--- config.mk ---
export PLATFORM = sky130hd
export DESIGN_NAME = viterbi_traceback
export DESIGN_NICKNAME = d
export VERILOG_FILES = /design/src/rtl/viterbi_traceback.sv
export SDC_FILE = /design/constraint.sdc
export NUM_CORES = 1
export LEC_CHECK = 0
export ABC_AREA = 1
export CAP_MARGIN = 20
export CORE_MARGIN = 2
export CORE_UTILIZATION = 48
export DETAILED_ROUTE_END_ITERATION = 12
export GPL_TIMING_DRIVEN = 1
export PLACE_DENSITY_LB_ADDON = 0.3
export SLEW_MARGIN = 20
export SYNTH_ARGS = -nofsm -noshare
export SYNTH_HDL_FRONTEND = slang
export SYNTH_SLANG_ARGS = --single-unit
--- constraint.sdc ---
create_clock -name CLK -period 4.08 [get_ports CLK]
set_clock_uncertainty 0.15 [all_clocks]
set_input_delay 0.408 -clock CLK [delete_from_list [all_inputs] [get_ports CLK]]
set_output_delay 0.408 -clock CLK [all_outputs]
set_load 0.01 [all_outputs]
--- src/rtl/viterbi_traceback.sv ---
// Viterbi traceback: walks survivor decisions backwards from an end state/address
// and assembles the decoded bit block in time order (bit 0 = oldest step).
module viterbi_traceback #(
  parameter int SBITS = 3,
  parameter int WIDTH = 8,
  parameter int DEPTH = 64,
  parameter int ADDR  = 6
) (
  input  logic              CLK,
  input  logic              RST,
  input  logic              Start,
  input  logic [SBITS-1:0]  Start_State,
  input  logic [ADDR-1:0]   End_Addr,
  input  logic [ADDR:0]     Len,
  input  logic              Mem_Gnt,
  output logic              RdEn,
  output logic [ADDR-1:0]   Address,
  input  logic [WIDTH-1:0]  RdData,
  output logic              Busy,
  output logic [DEPTH-1:0]  Dec_Data,
  output logic              Dec_VLD,
  output logic [SBITS-1:0]  Final_State
);

  localparam logic [ADDR:0] DEPTH_L = (ADDR+1)'(DEPTH);
  localparam logic [ADDR:0] ONE_L   = (ADDR+1)'(1);

  typedef enum logic [1:0] {S_IDLE, S_ISSUE, S_DRAIN} state_t;

  state_t           r_st, w_st_nx;
  logic [ADDR:0]    r_icnt, r_ccnt, w_len;
  logic [ADDR-1:0]  r_addr, w_kidx;
  logic [SBITS-1:0] r_ts, w_ts_nx, r_final;
  logic [DEPTH-1:0] r_dec;
  logic             r_pend, r_vld;
  logic             w_start, w_last_iss, w_last_con;

  assign w_len      = (Len > DEPTH_L) ? DEPTH_L : Len;
  assign w_start    = Start && (Len != '0) && (r_st == S_IDLE);
  assign RdEn       = (r_st == S_ISSUE) && Mem_Gnt;
  assign w_last_iss = RdEn && (r_icnt == ONE_L);
  assign w_last_con = r_pend && (r_ccnt == ONE_L);
  // Counts never exceed DEPTH, so k-1 always fits the bit index.
  assign w_kidx     = ADDR'(r_ccnt - ONE_L);
  // Shift the decision bit in: the predecessor state of the previous step.
  assign w_ts_nx    = {r_ts[SBITS-2:0], RdData[r_ts]};

  assign Address     = r_addr;
  assign Busy        = (r_st != S_IDLE);
  assign Dec_Data    = r_dec;
  assign Dec_VLD     = r_vld;
  assign Final_State = r_final;

  always_comb begin
    w_st_nx = r_st;
    case (r_st)
      S_IDLE:  if (w_start)    w_st_nx = S_ISSUE;
      S_ISSUE: if (w_last_iss) w_st_nx = S_DRAIN;
      S_DRAIN: if (w_last_con) w_st_nx = S_IDLE;
      default: w_st_nx = S_IDLE;
    endcase
  end

  always_ff @(posedge CLK or negedge RST) begin
    if (!RST) r_st <= S_IDLE;
    else      r_st <= w_st_nx;
  end

  always_ff @(posedge CLK or negedge RST) begin
    if (!RST) begin
      r_icnt  <= '0;
      r_ccnt  <= '0;
      r_addr  <= '0;
      r_ts    <= '0;
      r_final <= '0;
      r_dec   <= '0;
      r_pend  <= 1'b0;
      r_vld   <= 1'b0;
    end else begin
      r_vld  <= 1'b0;
      // Read data arrives one cycle after the issue, whatever the grant does then.
      r_pend <= RdEn;
      if (w_start) begin
        r_dec  <= '0;
        r_addr <= End_Addr;
        r_ts   <= Start_State;
        r_icnt <= w_len;
        r_ccnt <= w_len;
      end else begin
        if (RdEn) begin
          r_addr <= r_addr - 1'b1;
          r_icnt <= r_icnt - ONE_L;
        end
        if (r_pend) begin
          r_dec[w_kidx] <= r_ts[SBITS-1];
          r_ts          <= w_ts_nx;
          r_ccnt        <= r_ccnt - ONE_L;
          if (w_last_con) begin
            r_final <= w_ts_nx;
            r_vld   <= 1'b1;
          end
        end
      end
    end
  end

endmodule

==> results.py, run 1 <==
metrics = {
    "timing": {
        "rsz0062_at_grt": "false",
        "setup_tns_ns": 0,
        "relSlewSlack_pct": 47.3,
        "slew_violations": 0,
        "tightest_slew_ns": 0.790,
        "min_period_ns": 2.67,
        "hold_violations": 0,
        "setup_viol": 0,
        "clock.fmax_ghz": 0.374,
        "period_share_pct": 65.5,
    },
    "power_and_ir_drop": {
        "combPwrFrac_pct": 2.7,
        "seqPwrFrac_pct": 49.8,
        "p_clk_share_pct": 47.5,
        "p_sw_uw": 373,
        "max-vdd-ir-drop_uv": 219,
        "p_leak_nw": 3.75,
        "p_sw_share_pct": 19.9,
        "p_int_mw": 1.50,
        "powerDensity_mw_per_mm2": 267,
    },
    "job": {
        "cap_violations": 0,
    },
    "worst_hold_path": {
        "hold_path_class": "input port to async pin",
    },
    "global_route": {
        "grt_usage_pct": 23.2,
        "grt_start_max_net_pins": 80,
        "grt_pass1_wl_mm": 23.9,
        "gr-total-overflow": 0,
        "grt_pass1_vias": 4967,
        "antenna_found_initial": 0,
    },
    "setup_path": {
        "end_kind": "output port",
        "crit_fanout": 11,
        "r2r_cells": 10,
        "crit_type": "input port to output port",
        "crit_required_ns": 3.52,
        "critPathLaunch": "Mem_Gnt",
        "r2r-start": "r_ccnt[0]",
        "cp.arrival_ns": 2.11,
        "cp-start-kind": "input port",
    },
    "clock_tree": {
        "insertion_delay_ns": 0.34,
        "path_clk_slew_ns": 0.06,
        "clk_path_buf_depth": 2,
        "numCtsBuffers": 9,
        "cts_setup_buffers": 0,
        "htreeDepth": 3,
        "cts_tree": "done",
        "ctsResizeCount": 0,
        "root_buffer": "clkbuf_16",
        "cts_sinks": 94,
        "cts.hold.buffers_added": 1,
    },
    "synth": {
        "syn_inst": 796,
        "synth-main-ff-cell": "dfrtp_1",
        "yosysSeqAreaShare_pct": 41.9,
        "async_reset_ff_share_pct": 100,
        "syn_nets": 829,
        "avgSynthCellArea_um2": 7.05,
        "synth-edff-count": 0,
        "synth.distinct_cells": 28,
        "netlist_area_mm2": 0.00561,
        "synth_warnings": 0,
        "synth_seq_cells": 94,
    },
    "floorplan": {
        "die_w_um": 112,
        "die_h_um": 112,
        "start_util_pct": 49.1,
        "core_mm2": 0.0114,
        "num_io_pins": 104,
        "num_rows": 39,
        "die-area_mm2": 0.0126,
    },
    "cells_and_area": {
        "drive_gt1_share_pct": 5.77,
        "fin_area_mm2": 0.00700,
        "final_common_cell": "nand2_1",
        "fill_cells": 1057,
        "area_growth_pct": 24.8,
        "nets": 912,
        "regArea_mm2": 0.00235,
        "multi_input_area_mm2": 0.00265,
        "antennaDiodeCount": 0,
        "final_cell_mix": "nand2_1 (302), inv_1 (103), clkdlybuf4s50_1 (102)",
    },
    "drt": {
        "dr_total_vias": 5346,
        "vias_per_cell": 5.21,
        "drt_iter0_drc": 383,
        "routed_wl_mm": 14.3,
        "firstDrtPassIters": 5,
        "antenna_left": 0,
        "drc": 0,
        "avgRoutedWirePerCell_um": 13.9,
    },
    "placed_design": {
        "io_buffers": 103,
        "dp_hpwl_mm": 9.16,
        "place_congestion": 0.876,
        "dpl_cell_area_mm2": 0.00667,
    },
    "run_status": {
        "status": "finished, final reports clean",
    },
}
==> cell usage after synthesis, types with 2 or more instances <==
| cell | number | area, um^2 |
|---|---|---|
| nand2_1 | 302 | 1130 |
| inv_1 | 103 | 387 |
| dfrtp_1 | 94 | 2350 |
| nand4_1 | 68 | 425 |
| nor2_1 | 53 | 199 |
| nand3_1 | 36 | 180 |
| o21bai_1 | 32 | 240 |
| buf_2 | 19 | 95.1 |
| o21ai_0 | 14 | 70.1 |
| nor2_2 | 11 | 68.8 |
| buf_4 | 9 | 67.6 |
| clkbuf_1 | 9 | 33.8 |
| nand2_2 | 8 | 50.1 |
| o211ai_1 | 6 | 45.0 |
| xor2_1 | 6 | 52.6 |
| ha_1 | 5 | 62.6 |
| a21oi_1 | 4 | 20.0 |
| clkinv_1 | 3 | 11.3 |
| inv_2 | 2 | 7.51 |
| nor2_8 | 2 | 40.0 |
| nor3_1 | 2 | 10.0 |
| or2_2 | 2 | 12.5 |
==> flip-flops by register name, indices dropped and copies added, names as in the netlist <==
| signal | cells |
|---|---|
| r_pend | 1 |
| r_ts | 3 |
| r_st | 2 |
| Dec_VLD | 1 |
| Address | 6 |
| r_icnt | 7 |
| Dec_Data | 64 |
| Final_State | 3 |
| r_ccnt | 7 |
==> final timing paths <==
check,slack (ns),end
setup / recovery,1.41,RdEn
hold / removal,0.25,Final_State[1]
hold reg to reg,0.35,r_ccnt[6]
setup reg to reg,1.53,Dec_Data[28]
max in group asynchronous,2.75,Dec_Data[42]
min in group CLK,0.35,r_ccnt[6]
==> worst max-delay path, cell delays in order <==
cell and delay [ns]:
clkdlybuf4s50_1 0.47, nand3_1 0.31, inv_1 0.33, clkdlybuf4s50_1 0.59
==> metrics by stage <==
| stage | power, mW | std cells | hold slack, ns | setup WS (ns) | util [%] |
|---|---|---|---|---|---|
| 2_1_floorplan | 0.953 | 796 | -0.0376 | 2.12 | - |
| 3_3_place_gp | 1.00 | 1010 | 0.0533 | 1.45 | 58.4 |
| 3_5_place_dp | 1.00 | 1010 | 0.0524 | 1.42 | 58.4 |
| 4_1_cts | 1.88 | 1027 | 0.245 | 1.41 | 61.3 |
| 5_1_grt | 1.94 | 1027 | 0.246 | 1.32 | 61.3 |
| 6_report | 1.87 | 1027 | 0.245 | 1.41 | 61.3 |
==> area by class of cell <==
class / count / area share [%]
clock inverter: 3 / 0.572
sequential: 94 / 33.6
inverter: 109 / 5.88
clock buffer: 13 / 4.00
multi-input combinational: 555 / 37.9
timing repair buffer: 110 / 15.5
tap: 143 / 2.56
==> power by group through the flow <==
| stage | Sequential [mW] | Clock (mW) | Combinational [mW] |
|---|---|---|---|
| final | 0.932 | 0.888 | 0.0507 |
| after global routing | 0.931 | 0.946 | 0.0581 |
| after CTS | 0.932 | 0.901 | 0.0524 |
| after detailed placement | 0.949 | 0 | 0.0517 |
| after global placement | 0.949 | 0 | 0.0512 |
| after floorplan | 0.950 | 0 | 0.00375 |
==> layer usage <==
metal / track usage, % / wire length [um]
met5: 0 / 0
met2: 36.4 / 6790
met1: 32.9 / 6450
met3: 4.37 / 903
met4: 7.24 / 165
==> cells by family after synthesis <==
kind of cell	share of synthesized area, %
AND/OR/NAND/NOR	38.0
buffers and inverters	10.9
flip-flops	41.9
adder cells (fa/ha/maj)	1.12
XOR/XNOR	1.09
AO/OA/AOI/OAI	6.94
No activity file was read; power rests on OpenSTA's default activity.
==> run 2, diff against run 1 <==
==> constraint.sdc (replaced) <==
create_clock -name CLK -period 2.4 [get_ports CLK]
set_clock_uncertainty 0.15 [all_clocks]
set_input_delay 0.24 -clock CLK [delete_from_list [all_inputs] [get_ports CLK]]
set_output_delay 0.24 -clock CLK [all_outputs]
set_load 0.01 [all_outputs]
==> run 2 against run 1 <==
Net effect:
- register-to-register slack worse by 1.3 ns
- critical path depth increased by 6
- sequential power grew 70%
- largest cell class unchanged
- non-clock buffer count up 35
- die area stayed put
- cell count is 3.4% higher
- utilization grew 2.4 points
- final area is 3.8% higher
- hold slack worse by 0.048 ns
- clock power grew 53%
- routed wire length increased by 3.3%
==> results.py, run 2 (synthesis gave the netlist of run 1 again) <==
metrics = {
    "run_status": {
        "status": "finished, final reports clean",
    },
    "timing": {
        "rsz0062_at_grt": "false",
        "slew_violations": 0,
        "clock.fmax_ghz": 0.456,
        "relSlewSlack_pct": 59.1,
        "setup_viol": 0,
        "period_share_pct": 91.3,
        "tightest_slew_ns": 0.612,
        "hold_violations": 0,
        "worst_slack_ns": 0.209,
        "min_period_ns": 2.19,
        "setup_tns_ns": 0,
    },
    "drt": {
        "drc": 0,
        "firstDrtPassIters": 6,
        "antenna_left": 0,
        "vias_per_cell": 5.18,
        "avgRoutedWirePerCell_um": 13.9,
        "drt_iter0_drc": 412,
        "dr_total_vias": 5505,
        "routed_wl_mm": 14.8,
    },
    "power_and_ir_drop": {
        "combPwrFrac_pct": 3.0,
        "max-vdd-ir-drop_uv": 283,
        "seqPwrFrac_pct": 52.2,
        "p_sw_share_pct": 22.2,
        "p_sw_uw": 673,
        "p_int_mw": 2.36,
        "powerDensity_mw_per_mm2": 417,
        "p_clk_share_pct": 44.9,
        "p_leak_nw": 3.92,
    },
    "clock_tree": {
        "path_clk_slew_ns": 0.07,
        "cts_sinks": 94,
        "insertion_delay_ns": 0.35,
        "numCtsBuffers": 9,
        "ctsResizeCount": 0,
        "root_buffer": "clkbuf_16",
        "htreeDepth": 3,
        "clk_path_buf_depth": 2,
        "cts_tree": "done",
    },
    "setup_path": {
        "crit_required_ns": 2.49,
        "r2r_cells": 10,
        "cp.arrival_ns": 2.28,
        "slowest_delay_ns": 0.43,
        "critPathLaunch": "r_ccnt[1]",
        "r2r-start": "r_ccnt[1]",
        "end_kind": "flip-flop",
        "cp-start-kind": "flip-flop",
        "crit_fanout": 7,
        "crit_type": "flip-flop to flip-flop",
        "crit_slowest_cell": "dfrtp_1",
        "crit_path_cell_trace": "inv_1 > ha_1 > inv_1 > nand2_1 > nand3_1 > nor2_2 > buf_4 > nand4_1 > o21bai_1 > nand2_1",
    },
    "cells_and_area": {
        "final_cell_mix": "nand2_1 (302), inv_1 (103), clkdlybuf4s50_1 (102)",
        "utilization_pct": 63.7,
        "drive_gt1_share_pct": 9.25,
        "area_growth_pct": 29.6,
        "largest_reg_flops": 64,
        "final_common_cell": "nand2_1",
        "nets": 947,
        "antennaDiodeCount": 0,
    },
    "global_route": {
        "gr-total-overflow": 0,
        "grt_start_max_net_pins": 65,
        "grt_usage_pct": 24.1,
        "grt_pass1_vias": 5162,
        "antenna_found_initial": 0,
        "grt_pass1_wl_mm": 24.8,
    },
    "job": {
        "cap_violations": 0,
    },
    "placed_design": {
        "dp_hpwl_mm": 10.2,
        "place_ws_ns": 0.228,
        "place_congestion": 0.870,
        "io_buffers": 103,
    },
    "worst_hold_path": {
        "hold_path_class": "input port to async pin",
    },
    "floorplan": {
        "num_rows": 39,
        "die_h_um": 112,
        "die_w_um": 112,
        "die-area_mm2": 0.0126,
        "num_io_pins": 104,
        "start_util_pct": 49.1,
        "core_mm2": 0.0114,
    },
}
## run 2: layout make-up
class	instances	area, um^2
Multi-Input combinational cell	555	2650
Fill cell	1050	4150
Tap cell	143	179
Sequential cell	94	2350
Clock inverter	5	33.8
Inverter	109	412
Timing Repair Buffer	145	1400
Clock buffer	11	243
## run 2: path summary, 6_finish.rpt
check                                       to  slack (ns)
min in group CLK                    Address[3]        0.32
worst min register to register  Final_State[0]        0.34
max in group asynchronous         Dec_Data[58]        1.16
worst min-delay path            Final_State[2]        0.20
worst max register to register    Dec_Data[54]        0.21
worst max-delay path              Dec_Data[54]        0.21
## run 2: power groups by stage
| stage | Sequential, mW | Combinational (mW) | Clock, mW |
|---|---|---|---|
| 5_1_grt | 1.58 | 0.100 | 1.44 |
| 3_3_place_gp | 1.61 | 0.0904 | 0 |
| 3_5_place_dp | 1.61 | 0.0912 | 0 |
| 4_1_cts | 1.58 | 0.0929 | 1.37 |
| 2_1_floorplan | 1.61 | 0.00637 | 0 |
| 6_report | 1.58 | 0.0895 | 1.36 |
## run 2: metrics by stage
step | hold WS [ns] | instance area (um^2) | total power, mW | std cells
after floorplan | -0.206 | 5610 | 1.62 | 796
after global placement | 0.0156 | 6980 | 1.70 | 1045
after detailed placement | 0.0182 | 6980 | 1.70 | 1045
after CTS | 0.211 | 7270 | 3.05 | 1062
after global routing | 0.229 | 7270 | 3.12 | 1062
final | 0.197 | 7270 | 3.03 | 1062
## run 2: worst max-delay path, delay by kind of cell (launching register included)
family	cells	cell delay, ns
AND/OR/NAND/NOR	5	0.66
flip-flops	1	0.43
AO/OA/AOI/OAI	1	0.17
adder cells (fa/ha/maj)	1	0.29
buffers and inverters	3	0.39
## run 2: what timing repair did
| item | CTS | global route |
|---|---|---|
| hold buffers | 1 | 0 |
| hold endpoints to repair | 21 | 0 |
| buffers inserted | 0 | 0 |
## run 2: layer usage
metal  GRT usage [%]  share of wire [%]  vias to the layer above
met5               0                  0                        -
li1                -                  -                     2750
met2            38.1                 47                      202
met3            2.81                5.4                       18
met1            34.4                 46                     2535
met4            8.78                1.5                        0
